`src/rtl/ext_mem_resp_pipe.sv`:
```
// Fixed-latency read response delay line; tag/data only move with a valid
// entry so the outputs hold their last value between responses.
module ext_mem_resp_pipe #(
  parameter int LATENCY   = 4,
  parameter int TAG_BITS  = 5,
  parameter int DATA_BITS = 128
) (
  input  logic                 clk,
  input  logic                 reset,
  input  logic                 vld_i,
  input  logic [TAG_BITS-1:0]  tag_i,
  input  logic [DATA_BITS-1:0] data_i,
  output logic                 vld_o,
  output logic [TAG_BITS-1:0]  tag_o,
  output logic [DATA_BITS-1:0] data_o
);
  logic                 vld_q  [LATENCY];
  logic [TAG_BITS-1:0]  tag_q  [LATENCY];
  logic [DATA_BITS-1:0] data_q [LATENCY];

  always_ff @(posedge clk or posedge reset) begin
    if (reset) begin
      for (int i = 0; i < LATENCY; i++) begin
        vld_q[i]  <= 1'b0;
        tag_q[i]  <= '0;
        data_q[i] <= '0;
      end
    end else begin
      vld_q[0] <= vld_i;
      if (vld_i) begin
        tag_q[0]  <= tag_i;
        data_q[0] <= data_i;
      end
      for (int i = 1; i < LATENCY; i++) begin
        vld_q[i] <= vld_q[i-1];
        if (vld_q[i-1]) begin
          tag_q[i]  <= tag_q[i-1];
          data_q[i] <= data_q[i-1];
        end
      end
    end
  end

  assign vld_o  = vld_q[LATENCY-1];
  assign tag_o  = tag_q[LATENCY-1];
  assign data_o = data_q[LATENCY-1];
endmodule

```
`config.mk`:
```
export PLATFORM = sky130hd
export DESIGN_NAME = ext_mem_resp_pipe
export DESIGN_NICKNAME = d
export VERILOG_FILES = /design/src/rtl/ext_mem_resp_pipe.sv
export SDC_FILE = /design/constraint.sdc
export NUM_CORES = 1
export LEC_CHECK = 0
export BUFFER_PORTS_ARGS = -buffer_cell sky130_fd_sc_hd__clkbuf_2
export CORE_UTILIZATION = 50
export CTS_BUF_LIST = sky130_fd_sc_hd__clkbuf_8
export DETAILED_ROUTE_END_ITERATION = 8
export PLACE_DENSITY = 0.7
export SLEW_MARGIN = 20
export SYNTH_ARGS = -nofsm -noshare
export SYNTH_HDL_FRONTEND = slang
export SYNTH_SLANG_ARGS = --single-unit
export TNS_END_PERCENT = 50
```
`constraint.sdc`:
```
create_clock -name clk -period 29 [get_ports clk]
set_input_delay 1.45 -clock clk [delete_from_list [all_inputs] [get_ports clk]]
set_output_delay 1.45 -clock clk [all_outputs]
set_load 0.05 [all_outputs]
```
==> results of run 1 <==
## final timing paths
path | startpoint | endpoint | slack (ns) | cells past startpoint
min in group asynchronous | reset | data_o[75] | 1.00 | 2
hold / removal | tag_q[16] | tag_q[11] | 0.49 | 1
setup reg to reg | vld_q[1] | data_o[124] | 25.87 | 3
hold reg to reg | tag_q[16] | tag_q[11] | 0.49 | 1
max in group clk | vld_q[1] | data_o[124] | 25.87 | 3
setup / recovery | reset | data_q[154] | 25.04 | 5
## flip-flops by register name, indices dropped and copies added (netlist names)
signal and count:
vld_o 1, vld_q 3, tag_o 5, data_q 384, data_o 128, tag_q 15
## power groups by stage
stage	sequential, mW	combinational [mW]	clock, mW
final	0.954	0.435	0.645
after global placement	0.961	0.432	0
after global routing	0.970	0.459	0.702
after CTS	0.955	0.440	0.670
after floorplan	0.938	0.430	0
after detailed placement	0.966	0.439	0
## cell usage in the layout (no fill, tap or decap)
| master | n |
|---|---|
| sky130_fd_sc_hd__inv_8 | 3 |
| sky130_fd_sc_hd__buf_6 | 2 |
| sky130_fd_sc_hd__buf_4 | 9 |
| sky130_fd_sc_hd__bufinv_16 | 1 |
| sky130_fd_sc_hd__clkbuf_2 | 268 |
| sky130_fd_sc_hd__inv_6 | 5 |
| sky130_fd_sc_hd__mux2_4 | 280 |
| sky130_fd_sc_hd__diode_2 | 1 |
| sky130_fd_sc_hd__inv_1 | 31 |
| sky130_fd_sc_hd__clkbuf_8 | 110 |
| sky130_fd_sc_hd__buf_12 | 1 |
| sky130_fd_sc_hd__clkinv_2 | 6 |
| sky130_fd_sc_hd__mux2_2 | 252 |
| sky130_fd_sc_hd__dfrtp_4 | 3 |
| sky130_fd_sc_hd__dfrtp_1 | 533 |
## layer usage
metal,track usage,up-vias,share of wire
met5,0,-,0.00095
met4,0.0617,6,0.021
met3,0.0700,74,0.074
met2,0.267,246,0.45
met1,0.242,5432,0.45
li1,-,4612,-
## cell families (layout without fill, tap and decap cells)
kind of cell,Yosys count,count (layout)
mux,532,532
buf+inv,194,436
other cells,0,1
flops,536,536
## cell type report
| cell class | instances | area share |
|---|---|---|
| diodes | 1 | 0.000102 |
| well taps | 585 | 0.0300 |
| multi-input cells | 532 | 0.288 |
| repair buffers | 280 | 0.0594 |
| clock inverters | 45 | 0.00994 |
| clock buffers | 110 | 0.0620 |
| inverters | 1 | 0.000461 |
| flip-flops and latches | 536 | 0.550 |
## per-stage QoR
| step | power, mW | instances |
|---|---|---|
| floorplan | 1.37 | 1262 |
| global placement | 1.39 | 1934 |
| detailed placement | 1.41 | 1934 |
| CTS | 2.07 | 2089 |
| global route | 2.13 | 2089 |
| finish | 2.03 | 2090 |
## worst max-delay path, cell delays in order
cell and delay (ns):
sky130_fd_sc_hd__clkbuf_2 0.13, sky130_fd_sc_hd__inv_8 0.61, sky130_fd_sc_hd__buf_4 0.81, sky130_fd_sc_hd__buf_4 0.86, sky130_fd_sc_hd__buf_6 0.67
==> flow_metrics.tcl, run 1 <==
set metrics [dict create \
    final_layout_size_suffix_gt1_frac 0.625 \
    chipWidth_um 212 \
    netlist_instances 1262 \
    netSwitchingPower_mw 0.624 \
    postSynth.asyncResetShare 1.00 \
    register_area_um2 13400 \
    synth_adder_area_share 0 \
    top_level_ports 270 \
    fin_worst_skew_ns 0.0224 \
    power.share.clock 0.317 \
    postRouteWirelength_mm 39.1 \
    area_fraction_in_and_or_nand_and_nor_cells_after_synthesis 0 \
    power_frac_seq 0.469 \
    maxCapViolations 0 \
    clock_tree.buffer_depth 3 \
    worst-slew-pin-transition_ns 1.06 \
    start_kind "input port" \
    tritoncts "done" \
    detail_route.first_pass.iterations 4 \
    final_max_slew_viol_count 0 \
    routabilityCongestion 0.734 \
    synth-edff-count 0 \
    timing.slew.headroom 0.297 \
    synthesized_net_count 1398 \
    rsz0062_at_grt "false" \
    via_count_of_the_first_global_routing_pass 11333 \
    final_nets 1577 \
    timing.setup.critical_path_class "in2async" \
    netlist.area_leader.share 0.610 \
    critical_path_arrival_ns 4.68 \
    detail-route-antenna-nets 0 \
    leakagePower_nw 11.8 \
    cp-end-kind "async pin" \
    synth.cell_area_um2 22000 \
    worst_slack_ns 25.04 \
    rows 76 \
    layout_worst_path_cycle_share 0.137 \
    final_cell_area_um2 24400 \
    synth_xor_xnor_area_share 0 \
    core_area_um2 43200 \
    floorplan.initialDensity 0.509 \
    synth-compound-area-share 0 \
    grt.total_usage 0.181 \
    die_h_um 212 \
    crit_path_max_fanout 126 \
    first_iter_violations 572 \
    multi_input_gate_area_in_the_final_layout_um2 7040 \
    numClockSinks 536 \
    fin_worst_hold_slack_ns 0.490 \
    die-area_um2 44800 \
    vias_per_cell 4.96 \
    layout-area-overhead-vs-synth_pct 11.1 \
    first_pass_grt_wire_length_mm 62.7 \
    synth.ff_latch_count 536 \
    drc 0 \
    cts_made_buffers 90 \
    largest_area_contributor_in_the_netlist "sky130_fd_sc_hd__dfrtp_1" \
    yosys_warnings 0 \
    power_per_cell_area_nw_per_um2 83.3 \
    worst_skew_pair.late_latency_ns 0.66 \
    post-route-util 0.566 \
    pwr-share-comb 0.214 \
    worst_ep_required_time_ns 29.71 \
    cts_hold_buf 0 \
    timing.final.hold_violations 0 \
    run_status "finished, final reports clean" \
    detailedPlace.worstSlack_ns 23.86 \
    dpl_cell_area_um2 22700 \
    post_cts_resized 0 \
    postCtsSetupRepairBufs 0 \
    worstHoldPathType "reg2reg" \
    root_buffer "sky130_fd_sc_hd__clkbuf_8" \
    global_route.overflow_total 0 \
    num_vias 10370 \
    clk_pin_slew_ns 0.06 \
    syn_area_per_cell_um2 17.4 \
    detailedPlacementHpwl_mm 23.1 \
    route.detailed.wl_per_inst_um 18.7 \
    synth_seq_area_share 0.610 \
    synth.area.mux_share 0.320 \
    clock_tree.htree_level_count 3 \
    synth_flop_cell "sky130_fd_sc_hd__dfrtp_1" \
    setup_violations 0 \
    initial_antenna_violation_count 4 \
    synth.area.top_cells "sky130_fd_sc_hd__dfrtp_1, sky130_fd_sc_hd__mux2_4, sky130_fd_sc_hd__mux2_2, sky130_fd_sc_hd__buf_4, sky130_fd_sc_hd__buf_6" \
    synth_top_family_by_area "multiplexers" \
    max_frequency_ghz 0.252 \
    p_int_mw 1.41 \
    netlist-cell-type-count 7 \
    synth_common_cells "sky130_fd_sc_hd__dfrtp_1, sky130_fd_sc_hd__mux2_4, sky130_fd_sc_hd__mux2_2" \
    power.switching_fraction 0.307 \
    max-vdd-ir-drop_v 0.0000524 \
    period_needed_ns 3.96 \
    yosys.cell_count.top_type "sky130_fd_sc_hd__dfrtp_1" \
    setup_total_negative_slack_ns 0 \
    largest_net_degree_at_the_start_of_global_routing 185 \
    fillers 3435 \
    portBuffers 269 \
]
No activity file was read; power rests on OpenSTA's default activity.
==> inputs of run 2 (changes only) <==
==> constraint.sdc (replaced) <==
create_clock -name clk -period 3.8 [get_ports clk]
set_input_delay 0.19 -clock clk [delete_from_list [all_inputs] [get_ports clk]]
set_output_delay 0.19 -clock clk [all_outputs]
set_load 0.05 [all_outputs]
==> run 2 against run 1 <==
  * Sequential power grew to 7.6 times the previous value
  * Cell count increased by 7.5%
  * Final area up 7.1%
  * Clock skew is 0.0027 ns higher
  * Via count rose by 5.9%
  * Flip-flop and latch count unchanged
  * Clock power grew to 8.1 times the previous value
  * First-iteration DRC count shrank 1.9%
  * Die area unchanged
==> flow_metrics.tcl, run 2 (synthesis gave the netlist of run 1 again) <==
set metrics [dict create \
    run_status "finished, final reports clean" \
    worst_slack_ns 1.92 \
    largest-register "data_q" \
    clk_pin_slew_ns 0.06 \
    largest_net_degree_at_the_start_of_global_routing 135 \
    cts_made_buffers 89 \
    maxCapViolations 0 \
    cp-end-kind "flip-flop" \
    routabilityCongestion 0.760 \
    portBuffers 269 \
    cell_count_final_fillers_out 2246 \
    timing.final.hold_violations 0 \
    max_frequency_ghz 0.532 \
    initial_antenna_violation_count 3 \
    post-route-util 0.606 \
    fin_worst_skew_ns 0.0251 \
    timing.setup.critical_path_class "reg2reg" \
    leakagePower_nw 12.5 \
    final_layout_size_suffix_gt1_frac 0.581 \
    first_iter_violations 561 \
    route.detailed.wl_per_inst_um 18.5 \
    critical_path_arrival_ns 2.43 \
    post_cts_resized 0 \
    met1_length_mm 18.8 \
    netSwitchingPower_mw 4.85 \
    rows 76 \
    start_kind "flip-flop" \
    pwr-share-comb 0.218 \
    worst_ep_required_time_ns 4.35 \
    final_cell_mix "sky130_fd_sc_hd__dfrtp_1, sky130_fd_sc_hd__mux2_4, sky130_fd_sc_hd__clkbuf_2" \
    chipWidth_um 212 \
    most_frequent_standard_cell_in_the_layout_excluding_fill_and_tap_cells "sky130_fd_sc_hd__dfrtp_1" \
    power.share.clock 0.327 \
    power.switching_fraction 0.303 \
    worst_skew_pair.late_latency_ns 0.68 \
    clock_tree.buffer_depth 3 \
    fillers 3242 \
    global_route.overflow_total 0 \
    vias_per_cell 4.89 \
    power_per_cell_area_nw_per_um2 612 \
    dpl_cell_area_um2 22900 \
    numClockSinks 536 \
    die-area_um2 44800 \
    setup_violations 0 \
    clock_tree.htree_level_count 3 \
    detail-route-antenna-nets 0 \
    worst-slew-pin-transition_ns 1.02 \
    detailedPlace.worstSlack_ns 1.91 \
    first_pass_grt_wire_length_mm 67.5 \
    post_place_cells 1949 \
    crit_path_max_fanout 39 \
    timing.slew.headroom 0.323 \
    final_max_slew_viol_count 0 \
    final_cell_area_um2 26100 \
    max_ffs_per_register 384 \
    period_needed_ns 1.88 \
    grt.total_usage 0.193 \
    final_nets 1725 \
    core_area_um2 43200 \
    register_area_um2 13400 \
    detailedPlacementHpwl_mm 24.4 \
    die_h_um 212 \
    power_frac_seq 0.455 \
    num_vias 10984 \
    floorplan.initialDensity 0.509 \
    layout-area-overhead-vs-synth_pct 18.9 \
    postRouteWirelength_mm 41.5 \
    top_signal_layer_used "met4" \
    postCtsSetupRepairBufs 0 \
    multi_input_gate_area_in_the_final_layout_um2 7040 \
    worstHoldPathType "in2reg" \
    p_int_mw 11.1 \
    rsz0062_at_grt "false" \
    via_count_of_the_first_global_routing_pass 12321 \
    cts_hold_buf 134 \
    met3_length_mm 2.36 \
    max-vdd-ir-drop_v 0.000406 \
    layout_worst_path_cycle_share 0.495 \
    drc 0 \
    root_buffer "sky130_fd_sc_hd__clkbuf_8" \
    detail_route.first_pass.iterations 4 \
    tritoncts "done" \
    top_level_ports 270 \
    detailroute.wirelength.met2_mm 19.5 \
]
-- run 2: cell count changes in the layout (fill, tap and decap cells not counted), sizes merged --
cell         previous run  this run
buf                    12        27
bufinv                  1         2
clkbuf                378       388
clkinv                  6         7
clkinvlp                0         2
diode                   1         3
dlygate4sd3             0       134
inv                    39        30
-- run 2: area by class of cell --
| cell class | count | area share |
|---|---|---|
| Antenna cell | 3 | 0.000287 |
| Clock buffer | 120 | 0.0632 |
| Clock inverter | 40 | 0.00914 |
| Inverter | 1 | 0.000287 |
| Multi-Input combinational cell | 532 | 0.269 |
| Sequential cell | 536 | 0.513 |
| Tap cell | 585 | 0.0280 |
| Timing Repair Buffer | 429 | 0.116 |
-- run 2: path summary, 6_finish.rpt --
path,from,end,slack [ns],depth (start not counted)
worst max-delay path,vld_q[3],tag_q[12],1.92,2
worst min-delay path,vld_i,data_q[473],0.10,2
worst max register to register,vld_q[3],tag_q[12],1.92,2
worst min register to register,data_q[353],data_q[225],0.49,1
max in group asynchronous,reset,data_q[191],2.39,4
min in group asynchronous,reset,data_q[266],0.26,3
-- run 2: per-stage QoR --
stage          setup TNS [ns]  total power [mW]  hold slack, ns
6_report                    0              16.0           0.105
5_1_grt                     0              16.7          0.0968
4_1_cts                     0              16.2          0.0720
3_5_place_dp                0              10.8           0.407
3_3_place_gp                0              10.7           0.396
2_1_floorplan        -1971.42              10.4           0.221
-- run 2: power groups by stage --
stage | Sequential, mW | Combinational, mW | Clock [mW]
finish | 7.28 | 3.48 | 5.23
global route | 7.41 | 3.67 | 5.64
CTS | 7.29 | 3.51 | 5.39
detailed placement | 7.38 | 3.39 | 0
global placement | 7.33 | 3.33 | 0
floorplan | 7.16 | 3.28 | 0
-- run 2: layer usage --
metal  vias up  global-route usage
met5         -                   0
met4         0              0.0710
met3        68              0.0576
met2       240               0.301
met1      5753               0.255
li1       4923                   -
-- run 2: critical path, cell delays in order (launching register included) --
cell                      delay, ns
sky130_fd_sc_hd__dfrtp_4       0.95
sky130_fd_sc_hd__buf_4         0.42
sky130_fd_sc_hd__mux2_2        0.37
==> inputs of run 3 (changes only) <==
--- a/config.mk
+++ b/config.mk
@@ -5,6 +5,7 @@
 export SDC_FILE = /design/constraint.sdc
 export NUM_CORES = 1
 export LEC_CHECK = 0
+export ABC_AREA = 1
 export BUFFER_PORTS_ARGS = -buffer_cell sky130_fd_sc_hd__clkbuf_2
 export CORE_UTILIZATION = 50
 export CTS_BUF_LIST = sky130_fd_sc_hd__clkbuf_8
==> constraint.sdc (replaced) <==
create_clock -name clk -period 1.9 [get_ports clk]
set_input_delay 0.095 -clock clk [delete_from_list [all_inputs] [get_ports clk]]
set_output_delay 0.095 -clock clk [all_outputs]
set_load 0.05 [all_outputs]
==> run 3 against run 2 <==
  * Combinational power is 23% higher
  * Critical path type is now in2reg
  * Flip-flop and latch count stayed put
  * Total power is 77% higher
  * First-iteration DRC count is 100% higher
  * Setup slack worse by 1.6 ns
  * Wire length is 18% higher
  * Register-to-register slack worse by 1.4 ns
  * Synthesized cell count is 89% higher
  * Sequential power is 85% higher
  * Critical endpoint is now data_q[507]
  * Area after synthesis is 3.3% lower
==> flow_metrics.tcl, run 3 <==
set metrics [dict create \
    core_area_um2 41900 \
    synth_flop_cell "sky130_fd_sc_hd__dfrtp_1" \
    netlist.area_leader.share 0.631 \
    root_buffer "sky130_fd_sc_hd__clkbuf_8" \
    grt.total_usage 0.235 \
    area_fraction_in_and_or_nand_and_nor_cells_after_synthesis 0.282 \
    layout-area-overhead-vs-synth_pct 19.5 \
    synth.cell_area_um2 21300 \
    final_cell_mix "sky130_fd_sc_hd__nand2_1, sky130_fd_sc_hd__dfrtp_1, sky130_fd_sc_hd__clkbuf_2" \
    synthesized_net_count 2522 \
    initial_antenna_violation_count 0 \
    clock_tree.htree_level_count 3 \
    setup_total_negative_slack_ns 0 \
    tritoncts "done" \
    portBuffers 269 \
    syn_area_per_cell_um2 8.91 \
    critical_path.startpoint "vld_i" \
    detail_route.first_pass.iterations 7 \
    setup_violations 0 \
    fin_worst_skew_ns 0.0182 \
    floorplan.initialDensity 0.507 \
    yosys.cell_count.top_type "sky130_fd_sc_hd__nand2_1" \
    synth_adder_area_share 0 \
    via_count_of_the_first_global_routing_pass 16142 \
    clock_tree.buffer_depth 3 \
    most_frequent_standard_cell_in_the_layout_excluding_fill_and_tap_cells "sky130_fd_sc_hd__nand2_1" \
    cts_made_buffers 88 \
    worst-slew-pin-transition_ns 0.660 \
    worst_slack_ns 0.275 \
    drc 0 \
    rr_startpoint "vld_q[1]" \
    detailedPlacementHpwl_mm 29.0 \
    synth_top_family_by_area "simple AND/OR/NAND/NOR gates" \
    largest_area_contributor_in_the_netlist "sky130_fd_sc_hd__dfrtp_1" \
    rsz0062_at_grt "false" \
    cell_count_final_fillers_out 3284 \
    synth.area.top_cells "sky130_fd_sc_hd__dfrtp_1, sky130_fd_sc_hd__nand2_1, sky130_fd_sc_hd__buf_4, sky130_fd_sc_hd__buf_2, sky130_fd_sc_hd__buf_6" \
    largest_net_degree_at_the_start_of_global_routing 135 \
    cp_delay_by_family_top "buffers and inverters" \
    power_per_cell_area_nw_per_um2 1120 \
    pwr-share-comb 0.151 \
    numClockSinks 536 \
    p_int_mw 20.0 \
    worst_ep_required_time_ns 2.46 \
    start_kind "input port" \
    timing.slew.headroom 0.560 \
    fillers 3501 \
    synth_common_cells "sky130_fd_sc_hd__nand2_1, sky130_fd_sc_hd__dfrtp_1, sky130_fd_sc_hd__buf_4" \
    layout_worst_path_cycle_share 0.855 \
    maxCapViolations 0 \
    fin_worst_hold_slack_ns 0.198 \
    power.switching_fraction 0.293 \
    postSynth.asyncResetShare 1.00 \
    detailedPlace.worstSlack_ns 0.539 \
    post_place_cells 2983 \
    final_layout_size_suffix_gt1_frac 0.164 \
    crit_path_max_fanout 15 \
    final_max_slew_viol_count 0 \
    first_iter_violations 1142 \
    worstPathCellList "dlygate4sd3_1, buf_4, nand2_1, dlygate4sd3_1, nand2_1, dlygate4sd3_1" \
    netlist-cell-type-count 7 \
    timing.critical_path.slowest_stage_cell "sky130_fd_sc_hd__dlygate4sd3_1" \
    worstHoldPathType "in2reg" \
    netlist_instances 2386 \
    largest-register "data_q" \
    die-area_um2 43300 \
    top_level_ports 270 \
    synth.area.mux_share 0 \
    crit_path_frequent_cell "sky130_fd_sc_hd__dlygate4sd3_1" \
    period_needed_ns 1.63 \
    post_cts_resized 0 \
    max_ffs_per_register 384 \
    global_route.overflow_total 0 \
    synth-edff-count 0 \
    r2r_cells 3 \
    postRouteWirelength_mm 49.1 \
    yosys_warnings 0 \
    rows 75 \
    chipWidth_um 208 \
    leakagePower_nw 14.4 \
    critical_path_arrival_ns 2.18 \
    first_pass_grt_wire_length_mm 81.7 \
    critPathBufInv 4 \
    max_frequency_ghz 0.615 \
    clk_pin_slew_ns 0.06 \
    die_h_um 208 \
    timing.final.hold_violations 0 \
    detail-route-antenna-nets 0 \
    synth_seq_area_share 0.631 \
    synth-compound-area-share 0 \
    register_area_um2 13400 \
    run_status "finished, final reports clean" \
    netSwitchingPower_mw 8.30 \
    power_frac_seq 0.476 \
    route.detailed.wl_per_inst_um 14.9 \
    num_vias 15613 \
    worst_skew_pair.late_latency_ns 0.63 \
    fin_total_pwr_mw 28.3 \
    max-vdd-ir-drop_v 0.000650 \
    multi_input_gate_area_in_the_final_layout_um2 5990 \
    post-route-util 0.605 \
    synth.ff_latch_count 536 \
    dpl_cell_area_um2 22000 \
    final_cell_area_um2 25400 \
    cp_num_cells 6 \
    final_nets 2817 \
    synth_xor_xnor_area_share 0 \
    slowest_delay_ns 0.58 \
    insertedDiodeCount 0 \
    routabilityCongestion 0.796 \
    vias_per_cell 4.75 \
    hold_start "data_i[93]" \
    cp-end-kind "flip-flop" \
    timing.setup.critical_path_class "in2reg" \
    power.share.clock 0.373 \
    hold_depth 4 \
]
==> run 3: changes by cell type after synthesis, sizes merged <==
| cell | before | now |
|---|---|---|
| buf | 193 | 249 |
| inv | 1 | 5 |
| mux2 | 532 | 0 |
| nand2 | 0 | 1596 |
==> run 3: power by group through the flow <==
stage               Clock [mW]  Sequential [mW]  Combinational [mW]
floorplan                    0             13.5                3.62
global placement             0             13.6                3.97
detailed placement           0             13.7                4.07
CTS                       10.9             13.5                4.31
global route              11.4             13.6                4.70
finish                    10.6             13.5                4.29
==> run 3: logic make-up (layout without fill, tap and decap cells) <==
family | after synthesis | in the layout
flops | 536 | 536
simple gates | 1596 | 1596
buf+inv | 254 | 613
==> run 3: final timing paths <==
| path | endpoint | slack [ns] |
|---|---|---|
| setup / recovery | data_q[507] | 0.27 |
| min in group asynchronous | data_q[389] | 0.61 |
| hold / removal | data_q[477] | 0.20 |
| hold reg to reg | data_o[89] | 0.46 |
| max in group asynchronous | data_q[469] | 0.42 |
| setup reg to reg | data_o[39] | 0.49 |
==> run 3: worst register-to-register path: stages (launching register included) <==
cell	delay, ns
sky130_fd_sc_hd__dfrtp_4	0.44
sky130_fd_sc_hd__buf_12	0.50
sky130_fd_sc_hd__nand2_1	0.26
sky130_fd_sc_hd__nand2_1	0.14
==> run 3: layout make-up <==
cell class	count	share of cell area
clock buffers	115	0.0623
inverters	5	0.00128
multi-input cells	1596	0.236
flip-flops and latches	536	0.529
repair buffers	454	0.133
well taps	539	0.0266
clock inverters	39	0.0121
==> run 3: what timing repair did <==
item,4_1_cts,5_1_grt
hold buffers,147,0
buffers inserted,0,0
hold endpoints to repair,383,0
==> run 3: metal layers <==
| metal | up-vias | share of wire | global-route usage |
|---|---|---|---|
| li1 | 7629 | - | - |
| met1 | 7483 | 0.47 | 0.327 |
| met2 | 405 | 0.46 | 0.371 |
| met3 | 96 | 0.047 | 0.0402 |
| met4 | 0 | 0.027 | 0.0912 |
| met5 | - | 0 | 0 |
